### src/rtl/regfile_wr_decoder.sv
// Write-side front end of the register file: buffers write requests in a small FIFO and
// retires one per cycle as a registered one-hot enable. Optional forwarding: REGFILE_WR_FWD_EN.
module regfile_wr_decoder #(
  parameter int unsigned ADDR_W   = 5,
  parameter int unsigned DATA_W   = 64,
  parameter int unsigned ZERO_REG = 31,
  parameter int unsigned DEPTH    = 2
) (
  input  logic                     clk,
  input  logic                     reset_n,
  input  logic                     wr_valid,
  output logic                     wr_ready,
  input  logic [ADDR_W-1:0]        wr_addr,
  input  logic [DATA_W-1:0]        wr_data,
  input  logic                     commit_hold,
  output logic [(2**ADDR_W)-1:0]   we_onehot,
  output logic [DATA_W-1:0]        wdata_out,
  output logic                     zero_drop,
  output logic                     busy,
  input  logic [ADDR_W-1:0]        rd_addr,
  output logic                     fwd_hit,
  output logic [DATA_W-1:0]        fwd_data
);

  localparam int unsigned NREG  = 2 ** ADDR_W;
  localparam int unsigned PTR_W = $clog2(DEPTH);
  localparam int unsigned CNT_W = PTR_W + 1;

  logic [ADDR_W-1:0] addr_mem [DEPTH];
  logic [DATA_W-1:0] data_mem [DEPTH];

  logic [PTR_W-1:0]  wr_ptr_q, wr_ptr_d;
  logic [PTR_W-1:0]  rd_ptr_q, rd_ptr_d;
  logic [CNT_W-1:0]  count_q, count_d;
  logic              ready_q, ready_d;
  logic [NREG-1:0]   we_q, we_d;
  logic [DATA_W-1:0] wdata_q, wdata_d;
  logic [ADDR_W-1:0] caddr_q, caddr_d;
  logic              zdrop_q, zdrop_d;
  logic              busy_q, busy_d;

  logic              push;
  logic              pop;
  logic [ADDR_W-1:0] head_addr;
  logic [DATA_W-1:0] head_data;

  // Next-state: push/pop bookkeeping and commit-stage decode of the FIFO head
  always_comb begin
    push      = wr_valid & ready_q;
    pop       = (count_q != '0) & ~commit_hold;
    head_addr = addr_mem[rd_ptr_q];
    head_data = data_mem[rd_ptr_q];

    wr_ptr_d  = wr_ptr_q;
    rd_ptr_d  = rd_ptr_q;
    we_d      = '0;
    zdrop_d   = 1'b0;
    wdata_d   = wdata_q;
    caddr_d   = caddr_q;

    if (push) wr_ptr_d = wr_ptr_q + PTR_W'(1);
    if (pop) begin
      rd_ptr_d = rd_ptr_q + PTR_W'(1);
      wdata_d  = head_data;
      caddr_d  = head_addr;
      if (head_addr == ADDR_W'(ZERO_REG)) zdrop_d = 1'b1;
      else                                we_d    = NREG'(1) << head_addr;
    end

    count_d = count_q + CNT_W'(push) - CNT_W'(pop);
    // Ready for the next cycle follows the count that will be registered at this edge
    ready_d = (count_d != CNT_W'(DEPTH));
    busy_d  = (count_d != '0) | pop;
  end

  always_ff @(posedge clk or negedge reset_n) begin
    if (!reset_n) begin
      wr_ptr_q <= '0;
      rd_ptr_q <= '0;
      count_q  <= '0;
      ready_q  <= 1'b0;
      we_q     <= '0;
      wdata_q  <= '0;
      caddr_q  <= '0;
      zdrop_q  <= 1'b0;
      busy_q   <= 1'b0;
    end else begin
      wr_ptr_q <= wr_ptr_d;
      rd_ptr_q <= rd_ptr_d;
      count_q  <= count_d;
      ready_q  <= ready_d;
      we_q     <= we_d;
      wdata_q  <= wdata_d;
      caddr_q  <= caddr_d;
      zdrop_q  <= zdrop_d;
      busy_q   <= busy_d;
    end
  end

  // Payload storage carries no reset; validity comes from count_q
  always_ff @(posedge clk) begin
    if (push) begin
      addr_mem[wr_ptr_q] <= wr_addr;
      data_mem[wr_ptr_q] <= wr_data;
    end
  end

  assign wr_ready  = ready_q;
  assign we_onehot = we_q;
  assign wdata_out = wdata_q;
  assign zero_drop = zdrop_q;
  assign busy      = busy_q;

`ifdef REGFILE_WR_FWD_EN
  logic              fwd_hit_c;
  logic [DATA_W-1:0] fwd_data_c;
  logic [PTR_W-1:0]  fwd_idx;

  // Youngest match wins: commit stage first, then FIFO entries oldest to newest override
  always_comb begin
    fwd_hit_c  = 1'b0;
    fwd_data_c = '0;
    fwd_idx    = rd_ptr_q;
    if (rd_addr != ADDR_W'(ZERO_REG)) begin
      if ((we_q != '0) && (caddr_q == rd_addr)) begin
        fwd_hit_c  = 1'b1;
        fwd_data_c = wdata_q;
      end
      for (int unsigned i = 0; i < DEPTH; i++) begin
        fwd_idx = rd_ptr_q + PTR_W'(i);
        if ((CNT_W'(i) < count_q) && (addr_mem[fwd_idx] == rd_addr)) begin
          fwd_hit_c  = 1'b1;
          fwd_data_c = data_mem[fwd_idx];
        end
      end
    end
  end

  assign fwd_hit  = fwd_hit_c;
  assign fwd_data = fwd_data_c;
`else
  logic unused_fwd;
  assign unused_fwd = ^{rd_addr, caddr_q};
  assign fwd_hit    = 1'b0;
  assign fwd_data   = '0;
`endif

endmodule

### config.mk
export PLATFORM = sky130hd
export DESIGN_NAME = regfile_wr_decoder
export DESIGN_NICKNAME = d
export VERILOG_FILES = /design/src/rtl/regfile_wr_decoder.sv
export SDC_FILE = /design/constraint.sdc
export NUM_CORES = 1
export LEC_CHECK = 0
export ABC_AREA = 1
export BUFFER_PORTS_ARGS = -buffer_cell sky130_fd_sc_hd__buf_4
export CAP_MARGIN = 20
export CORE_MARGIN = 2
export CORE_UTILIZATION = 45
export DETAILED_ROUTE_END_ITERATION = 7
export PLACE_DENSITY = 0.68
export RECOVER_POWER = 100
export SETUP_SLACK_MARGIN = 0.05
export SLEW_MARGIN = 30
export SYNTH_ARGS = -nofsm -noshare
export SYNTH_HDL_FRONTEND = slang
export SYNTH_SLANG_ARGS = --single-unit
### constraint.sdc
create_clock -name clk -period 4.6 [get_ports clk]
set_clock_uncertainty 0.15 [all_clocks]
set_input_delay 0.69 -clock clk [delete_from_list [all_inputs] [get_ports clk]]
set_output_delay 0.69 -clock clk [all_outputs]
set_load 0.03 [all_outputs]
### Word level (Yosys, flattened, before mapping)

Memory sizes are Yosys's and may differ from the RTL's. A register that Yosys moved wholly into a read port is not among the register bits.
Index checks and enable logic that the tools add are counted.

* register bits after elaboration: 39
* bits in latches: 0
* memory bits (writable): 138
* bits in read-only memories: 0
* input bits: 78
* output and inout port bits: 164
* logic and storage cells: 29
* memories kept: 2

* $add $sub $neg: 4
* $mul: 0
* divide/modulo/power cells: 0
* order comparisons: 0
* equality and inequality tests: 2
* shift operators: 1
* multiplexer cells: 6
* bitwise logic cells: 4
* reductions and logical operators: 3

Memories
* data_mem: words 2, width 64, rd ports 1, clocked after Yosys merged registers in 1, write ports 1, RTL line 30 `logic [DATA_W-1:0] data_mem [DEPTH];`
* addr_mem: words 2, width 5, rd ports 1, clocked after Yosys merged registers in 0, write ports 1, RTL line 29 `logic [ADDR_W-1:0] addr_mem [DEPTH];`

Operators by type and width (number)
* 32-bit 2-to-1 mux: 2
* 1-bit by 5-bit left shift with 32-bit output, first input constant: 1
* 5-bit == test, second input constant: 1
* 1-bit 2-to-1 mux: 4
* 2-bit nonzero test: 2
* 1-bit adder, second input constant: 2
* 2-bit by 1-bit adder with 2-bit output: 1
* 1-bit AND: 2
* 2-bit != test, second input constant: 1
* 2-bit by 1-bit subtractor with 2-bit output: 1
* 1-bit zero test: 1
* 1-bit NOT: 1
* 1-bit OR: 1

### Logic depth before layout (Yosys ltp)

Gate-level depths: netlist of the first run.

* word-level depth: 5
* mapped depth: 11
* depth with buffers taken out: 9

### Worst setup path after synthesis of the first run

Ideal clock, no wire load.

* path kind: input to register
* start point: in wr_valid
* end point: mem addr_mem[0][0] (enable)
* library setup time: 0.497 ns
* data arrival time: 3.700 ns
* data required time: 3.953 ns
* slack: 0.253 ns
* cell stages on the path: 2
* path buffers: 0
* cell sequence: nand2_1 nor2_1

* cells in the longest elaborated chain, start to end: 3

RTL lines
* start, declared: RTL line 11 `input logic wr_valid,`
* 1-bit AND: RTL line 49 `push = wr_valid & ready_q;`
* 1-bit 2-to-1 mux: RTL line 102 `if (push) begin`
* 1-bit 2-to-1 mux (implied by the code): RTL line 103 `addr_mem[wr_ptr_q] <= wr_addr;`
* end, declared: RTL line 29

Every way passes these cells.

==> results of run 1 <==
==> metrics by stage <==
| step | setup WS, ns | instance area (µm²) | hold WS [ns] | utilization, % | total power, mW |
|---|---|---|---|---|---|
| floorplan | 0.2533 | 9388 | 0.2444 | - | 4.910 |
| global placement | 1.832 | 10460 | 0.3244 | 52.02 | 5.701 |
| detailed placement | 1.852 | 10490 | 0.3308 | 52.16 | 5.772 |
| CTS | 2.267 | 11220 | 0.09261 | 55.83 | 7.585 |
| global route | 1.091 | 10800 | 0.2059 | 53.73 | 7.662 |
| finish | 1.627 | 10800 | 0.2358 | 53.74 | 7.236 |
==> registers in the layout, summed over array words and instances (netlist names) <==
name,cells
data_mem,128
wdata_out,64
we_onehot,32
addr_mem,10
count_q,2
busy,1
rd_ptr_q,1
wr_ptr_q,1
wr_ready,1
zero_drop,1
==> cells by family (layout without fill, tap and decap cells) <==
group	after synthesis	in the layout	synth area share, %
adder cells (fa/ha/maj)	2	2	0.2736
AND/OR/NAND/NOR	219	219	9.538
flip-flops	241	241	73.51
buffers and inverters	110	241	7.595
XOR/XNOR	3	3	0.2874
other	1	67	0.04101
AO/OA/AOI/OAI	128	128	8.757
==> cell type report <==
| cell class | instances | area, µm² |
|---|---|---|
| Clock inverter | 11 | 92.59 |
| Fill cell | 1792 | 9300 |
| Tap cell | 270 | 337.8 |
| Sequential cell | 241 | 6723 |
| Antenna cell | 1 | 2.502 |
| Timing Repair Buffer | 183 | 987.2 |
| Multi-Input combinational cell | 418 | 1964 |
| Inverter | 14 | 52.55 |
| Clock buffer | 33 | 644.4 |
==> path summary, 6_finish.rpt <==
check,end,slack [ns],start,depth (start not counted)
worst max-delay path,wdata_out[9],1.63,reset_n,1
worst min-delay path,data_mem[0][4],0.24,wr_data[4],1
worst max register to register,data_mem[0][10],1.70,wr_ready,4
worst min register to register,wdata_out[57],0.33,wdata_out[57],1
max in group clk,data_mem[0][10],1.70,wr_ready,4
min in group asynchronous,we_onehot[29],1.00,reset_n,1
==> power by group <==
part | internal, mW | leakage (nW) | switching [mW] | total (mW)
combinational | 0.614 | 1.37 | 1.70 | 2.32
clock | 1.04 | 0.364 | 0.756 | 1.80
sequential | 2.91 | 2.50 | 0.216 | 3.12
total | 4.56 | 4.23 | 2.68 | 7.24
==> cell usage in the layout, fill, tap and decap left out, types with 2 or more instances in the layout <==
master and count:
o21ai_1 2, clkbuf_4 56, clkbuf_1 121, nand4_1 4
buf_16 2, dfrtp_1 102, nor2_1 164, xor2_1 2
o21a_1 64, edfxtp_1 138, nand2_1 33, inv_1 13
clkinv_2 6, nand3_1 14, o21ai_0 62, buf_4 11
conb_1 66, ha_1 2, clkinv_1 2, nor2_2 3
clkbuf_16 24
==> metal layers <==
layer,vias up,routed length [µm],track usage [%]
met4,0,433,4.660
met1,2527,6751,18.85
met5,-,0,0
li1,2632,-,-
met2,201,8260,26.56
met3,31,1453,5.250
==> cell usage after synthesis (all sizes together) <==
library cell	n	share of area, %
o21ai	64	3.5
xor2	2	0.19
xnor2	1	0.096
edfxtp	138	45
conb	1	0.041
nand3	14	0.82
nand4	4	0.27
o21a	64	5.3
clkbuf	7	0.29
nor2	168	7.1
buf	89	6.7
ha	2	0.27
dfrtp	103	28
nand2	33	1.4
inv	14	0.57
==> impl_results.md, run 1 <==
- Status: finished, violations left
- Violated checks: max-capacitance violations, max-slew violations
- Final Hold Fails: 0
- Die Width: 146.5 µm
- Die Area: 0.02148 mm²
- Initial antenna violation count: 2
- Post-Synthesis Cells: 704
- Max-Cap Viols: 3
- Cells along the critical path: clkbuf_1
- DP HPWL: 10830 µm
- NumNets Final: 962
- Slew of the pin with the lowest slew margin: 2.955 ns
- Delay-heaviest family, CP: buffers and inverters
- Final Instance Count excl. Fillers: 1171
- Leakage: 4.234 nW
- Vias in the first global route: 5050
- Routed wire length per instance: 14.43 µm
- VDD IR max: 0.0004329 V
- Placed cells: 1125
- Die Ht: 146.5 µm
- Synth Cell Area: 0.009144 mm²
- Synth warn: 0
- Iteration-0 DRC Markers: 192
- Slew HR: -97.02%
- Minimum clock period: 2.973 ns
- Power Dens Cells: 669.7 mW/mm²
- Number of buffers created by CTS: 24
- Postcts setup bufs: 0
- GRT Util Overall: 15.55%
- Slew Limit Fails: 143
- Grt total ovfl: 0
- Placer Congestion: 0.7673
- Core footprint: 0.02010 mm²
- Final Setup Violations: 0
- CP max stage cell: clkbuf_1
- Vias: 5391
- # IOs: 242
- Critical path required time: 4.41 ns
- Setup crit start kind: input pin
- WS Path Type: input pin to asynchronous set/reset pin
- Max FO, Critical Path: 49
- Rows: 52
- CTS tree: done
- Worst hold-check path type: input pin to flip-flop
- Drt total wl: 16900 µm
- Mapped Avg Cell Area: 12.99 µm²
- Layout cells sized above 1: 12.22%
- ANT nets after route: 0
- First-pass GRT wire length: 26420 µm
- CTS clk-pin slew, worst paths: 0.06 ns
- Register area share after synthesis: 73.51%
- H-tree depth: 1
- Pre-antenna DRT Iters: 6
- Worst path bufs/invs: 1
- Via density: 4.604
- Post-route setup TNS: 0 ns
- IO buf count: 171
- Fmax: 336.4 MHz
- RSZ-0062 raised after global routing: false
- DRC Markers: 0
- CP Capture Type: asynchronous set/reset pin
- Clock tree buffer depth: 3
- Post-cts sizing count: 0
- Yosys reg bits: 241
- Area grow syn2layout: 18.16%
- Tcrit/Tclk final: 64.63%
- Netlist cell types: 23
- Clk Latency, worst-skew pair: 0.50 ns
- CP arrival: 2.78 ns
- Starting density of the core: 45.48%
- Largest net degree at the start of global routing: 75
- CP max stage delay: 2.05 ns
- CTS hold repair buffers: 0
- CTS sink count: 241
- CTS root buf: clkbuf_16
Note: power is estimated with default switching activity, not from simulation.
==> run 2: changes to the inputs <==
==> constraint.sdc (replaced) <==
create_clock -name clk -period 2.8 [get_ports clk]
set_clock_uncertainty 0.15 [all_clocks]
set_input_delay 0.42 -clock clk [delete_from_list [all_inputs] [get_ports clk]]
set_output_delay 0.42 -clock clk [all_outputs]
set_load 0.03 [all_outputs]
==> impl_results.md, run 2 (synthesized netlist as in run 1, its figures left out) <==
- Largest net degree at the start of global routing: 54
- WS Path Type: flip-flop to flip-flop
- Slew HR: 23.06%
- Most common cell after layout, fill and taps aside: nor2_1
- VDD IR max: 0.0005766 V
- IO buf count: 171
- Via density: 4.616
- Fmax: 438.7 MHz
- Layout cells sized above 1: 12.62%
- Drt total wl: 17650 µm
- CTS tree: done
- Max-Cap Viols: 0
- Grt total ovfl: 0
- Starting density of the core: 45.48%
- Placer Congestion: 0.7388
- Post-Place Cell Area: 0.01055 mm²
- DP HPWL: 10880 µm
- Area grow syn2layout: 27.24%
- Final Hold Fails: 0
- Met1 Track Usage GR: 18.46%
- Worst R2R Path Depth: 5
- Die Area: 0.02148 mm²
- Initial antenna violation count: 0
- GRT met3 Usage: 3.781%
- CTS hold repair buffers: 70
- Largest register FFs: 128
- Die Width: 146.5 µm
- N_diodes: 0
- Slew of the pin with the lowest slew margin: 1.154 ns
- Max FO, Critical Path: 38
- Vias in the first global route: 5548
- CP Capture Type: flip-flop
- Minimum clock period: 2.279 ns
- Number of buffers created by CTS: 25
- H-tree depth: 1
- Most frequent cells in the layout: 165 x nor2_1, 138 x edfxtp_1, 114 x clkbuf_1
- Pre-antenna DRT Iters: 4
- Setup crit start kind: flip-flop
- Vias: 5747
- First-pass GRT wire length: 28020 µm
- Total power: 12.25 mW
- Clk Latency, worst-skew pair: 0.52 ns
- Clock tree buffer depth: 3
- Leakage: 4.607 nW
- Critical path required time: 3.09 ns
- Core footprint: 0.02010 mm²
- Cell area after layout: 0.01163 mm²
- Sw frac: 36.58%
- Internal power: 7.766 mW
- Logic pwr share: 31.7%
- Routed wire length per instance: 14.17 µm
- Switching power: 4.480 mW
- Post-route setup TNS: 0 ns
- Worst hold path cell count: 3
- Worst hold-check path type: input pin to flip-flop
- RSZ-0062 raised after global routing: false
- Status: finished, final reports clean
- Part of the power in registers: 42.0%
- M2 GR Usage: 31.34%
- CTS sink count: 241
- Most flop-heavy register: data_mem
- Postcts setup bufs: 0
- Slew Limit Fails: 0
- Final Setup Violations: 0
- Clock power share: 26.3%
- Die Ht: 146.5 µm
- Post-cts sizing count: 0
- Grt peak-use layer: met2
- DRC Markers: 0
- CTS clk-pin slew, worst paths: 0.06 ns
- Final worst slack: 0.5207 ns
- # IOs: 242
- NumNets Final: 1036
- Iteration-0 DRC Markers: 204
- Rows: 52
- Tcrit/Tclk final: 81.40%
- Power Dens Cells: 1052 mW/mm²
- GRT Util Overall: 16.41%
- CP arrival: 2.57 ns
- ANT nets after route: 0
- Setup slack at placement: 0.8474 ns
- CTS root buf: clkbuf_16
run 2: final cells by class:
type	count	area, µm²
Clock buffer	40	784.5
Clock inverter	6	37.54
Fill cell	1672	8469
Inverter	14	52.55
Multi-Input combinational cell	418	1967
Sequential cell	241	6723
Tap cell	270	337.8
Timing Repair Buffer	256	1733
run 2: metal layers:
metal	share of wire, %	vias to the layer above
met3	6.1	26
met5	0	-
li1	-	2778
met4	1.6	0
met1	39	2757
met2	53	186
run 2: worst paths after layout:
| path | start | to | slack (ns) |
|---|---|---|---|
| min in group asynchronous | reset_n | wdata_out[2] | 0.42 |
| max in group asynchronous | reset_n | rd_ptr_q | 0.91 |
| worst max register to register | rd_ptr_q | wdata_out[34] | 0.52 |
| worst min register to register | wdata_out[25] | wdata_out[25] | 0.34 |
| worst max-delay path | rd_ptr_q | wdata_out[34] | 0.52 |
| worst min-delay path | commit_hold | wdata_out[33] | 0.14 |
run 2: power by group through the flow:
stage / logic, mW / clock network, mW / registers (mW)
finish: 3.89 / 3.22 / 5.14
global route: 4.25 / 3.44 / 5.24
CTS: 4.39 / 3.29 / 5.16
detailed placement: 4.30 / 0 / 5.22
global placement: 4.21 / 0 / 5.20
floorplan: 1.93 / 0 / 6.12
run 2: stage by stage:
stage / cells / util (%) / hold slack, ns
floorplan: 769 / - / -0.02559
global placement: 1129 / 52.46 / 0.1479
detailed placement: 1129 / 52.46 / 0.1507
CTS: 1245 / 60.03 / 0.1247
global route: 1245 / 57.87 / 0.1299
finish: 1245 / 57.87 / 0.1355
run 2: critical path: stages, from the launching register on:
cell and delay (ns):
dfrtp_2 0.36, clkbuf_2 0.65, buf_4 0.55, nor2_1 0.09
o21ai_0 0.23, o21a_1 0.17
==> run 3: changes to the inputs <==
==> constraint.sdc (replaced) <==
create_clock -name clk -period 2.1 [get_ports clk]
set_clock_uncertainty 0.15 [all_clocks]
set_input_delay 0.315 -clock clk [delete_from_list [all_inputs] [get_ports clk]]
set_output_delay 0.315 -clock clk [all_outputs]
set_load 0.03 [all_outputs]
==> impl_results.md, run 3 (synthesized netlist as in run 1, its figures left out) <==
- Status: finished, final reports clean
- Most flop-heavy register: data_mem
- Die Area: 0.02148 mm²
- Clock power share: 28.4%
- Postcts setup bufs: 0
- Max-Cap Viols: 0
- ANT nets after route: 0
- Minimum clock period: 1.836 ns
- Internal power: 10.88 mW
- Starting density of the core: 45.48%
- Grt total ovfl: 0
- Die Ht: 146.5 µm
- Slew HR: 38.86%
- RSZ-0062 raised after global routing: false
- Placer Congestion: 0.7828
- Placed cells: 1127
- Rows: 52
- Final Setup Violations: 0
- CP arrival: 2.15 ns
- GRT Util Overall: 16.32%
- R2r endpoint: wdata_out[37]
- Clock tree buffer depth: 3
- Initial antenna violation count: 0
- Reg2Reg Setup Slack: 0.26 ns
- Sw frac: 35.61%
- CP Capture Type: flip-flop
- Total power: 16.90 mW
- Layout cells sized above 1: 13.14%
- Fmax: 544.8 MHz
- N_diodes: 0
- CTS root buf: clkbuf_16
- Final Hold Fails: 0
- Part of the power in registers: 40.8%
- Final Instance Count excl. Fillers: 1244
- Core footprint: 0.02010 mm²
- Setup crit start kind: flip-flop
- Final worst slack: 0.2645 ns
- Largest register FFs: 128
- Setup slack at placement: 0.3276 ns
- DP HPWL: 10750 µm
- Post-route setup TNS: 0 ns
- Slew Limit Fails: 0
- Cell area after layout: 0.01179 mm²
- DRC Markers: 0
- Vias in the first global route: 5477
- Max FO, Critical Path: 53
- VDD IR max: 0.0008853 V
- First-pass GRT wire length: 27850 µm
- Pre-antenna DRT Iters: 5
- Final core area utilization: 58.64%
- Iteration-0 DRC Markers: 202
- Worst hold-check path type: input pin to flip-flop
- CTS sink count: 241
- Crit. Startpoint: rd_ptr_q
- Largest net degree at the start of global routing: 71
- CTS clk-pin slew, worst paths: 0.06 ns
- Area grow syn2layout: 28.94%
- Drt total wl: 17650 µm
- Switching power: 6.019 mW
- Most frequent cells in the layout: 165 x nor2_1, 138 x edfxtp_1, 108 x clkbuf_1
- Post-Place Cell Area: 0.01060 mm²
- H-tree depth: 1
- Worst R2R Path Depth: 4
- Slew of the pin with the lowest slew margin: 0.9172 ns
- Die Width: 146.5 µm
- IO buf count: 171
- Post-cts sizing count: 0
- Clk Latency, worst-skew pair: 0.53 ns
- Vias: 5717
- CTS tree: done
- Worst R2R Start: rd_ptr_q
- Fill cells: 1672
- NumNets Final: 1035
- Critical path required time: 2.41 ns
- Via density: 4.596
- WS Path Type: flip-flop to flip-flop
- Logic pwr share: 30.8%
- Tcrit/Tclk final: 87.41%
- Power Dens Cells: 1434 mW/mm²
- Most common cell after layout, fill and taps aside: nor2_1
- Leakage: 4.668 nW
- # IOs: 242
- Routed wire length per instance: 14.18 µm
- Worst hold margin: 0.1842 ns
- Critical Path Sink: wdata_out[37]
- Number of buffers created by CTS: 25
## run 3: cell count changes in the layout (fill, tap and decap cells not counted), sizes merged
| cell | previous run | this run |
|---|---|---|
| clkinvlp | 0 | 1 |
| clkbuf | 216 | 205 |
| clkinv | 2 | 7 |
| bufinv | 0 | 6 |
| inv | 18 | 15 |
| dlygate4sd3 | 70 | 71 |
## run 3: layer usage
layer | global-route usage (%) | vias to the layer above | part of all wire, %
li1 | - | 2780 | -
met1 | 18.69 | 2703 | 39
met2 | 30.50 | 197 | 52
met3 | 3.438 | 37 | 5.8
met4 | 5.194 | 0 | 2.8
met5 | 0 | - | 0
## run 3: critical path: stages (launching register included)
cell,delay [ns]
dfrtp_2,0.49
clkbuf_4,0.64
nor2_1,0.10
o21ai_0,0.22
o21a_1,0.17
## run 3: area by class of cell
cell class,count,area [µm²],share of cell area (%)
Sequential cell,241,6724,57.03
Tap cell,270,337.8,2.865
Clock inverter,15,241.5,2.048
Inverter,14,52.55,0.4457
Timing Repair Buffer,255,1782,15.11
Multi-Input combinational cell,418,1974,16.75
Clock buffer,31,678.2,5.752
## run 3: what timing repair did
action                                 in CTS  in global routing
setup endpoints to repair                   0                  0
endpoints found under the hold margin     168                  0
hold buffers                               71                  0
## run 3: worst min-delay path by stage
| stage | start | end | slack [ns] | cells past startpoint |
|---|---|---|---|---|
| global route | commit_hold | rd_ptr_q | 0.20 | 4 |
| detailed placement | reset_n | busy | 0.16 | 1 |
| global placement | reset_n | busy | 0.16 | 1 |
| finish | commit_hold | wdata_out[30] | 0.18 | 4 |
| CTS | reset_n | wdata_out[26] | 0.15 | 2 |
| floorplan | reset_n | busy | -0.13 | 0 |
## run 3: power by group through the flow
| stage | registers (mW) | logic [mW] | clock network, mW |
|---|---|---|---|
| finish | 6.90 | 5.20 | 4.80 |
| global route | 7.02 | 5.68 | 5.10 |
| CTS | 6.92 | 5.89 | 4.91 |
| detailed placement | 6.99 | 5.77 | 0 |
| global placement | 6.97 | 5.67 | 0 |
| floorplan | 8.15 | 2.58 | 0 |
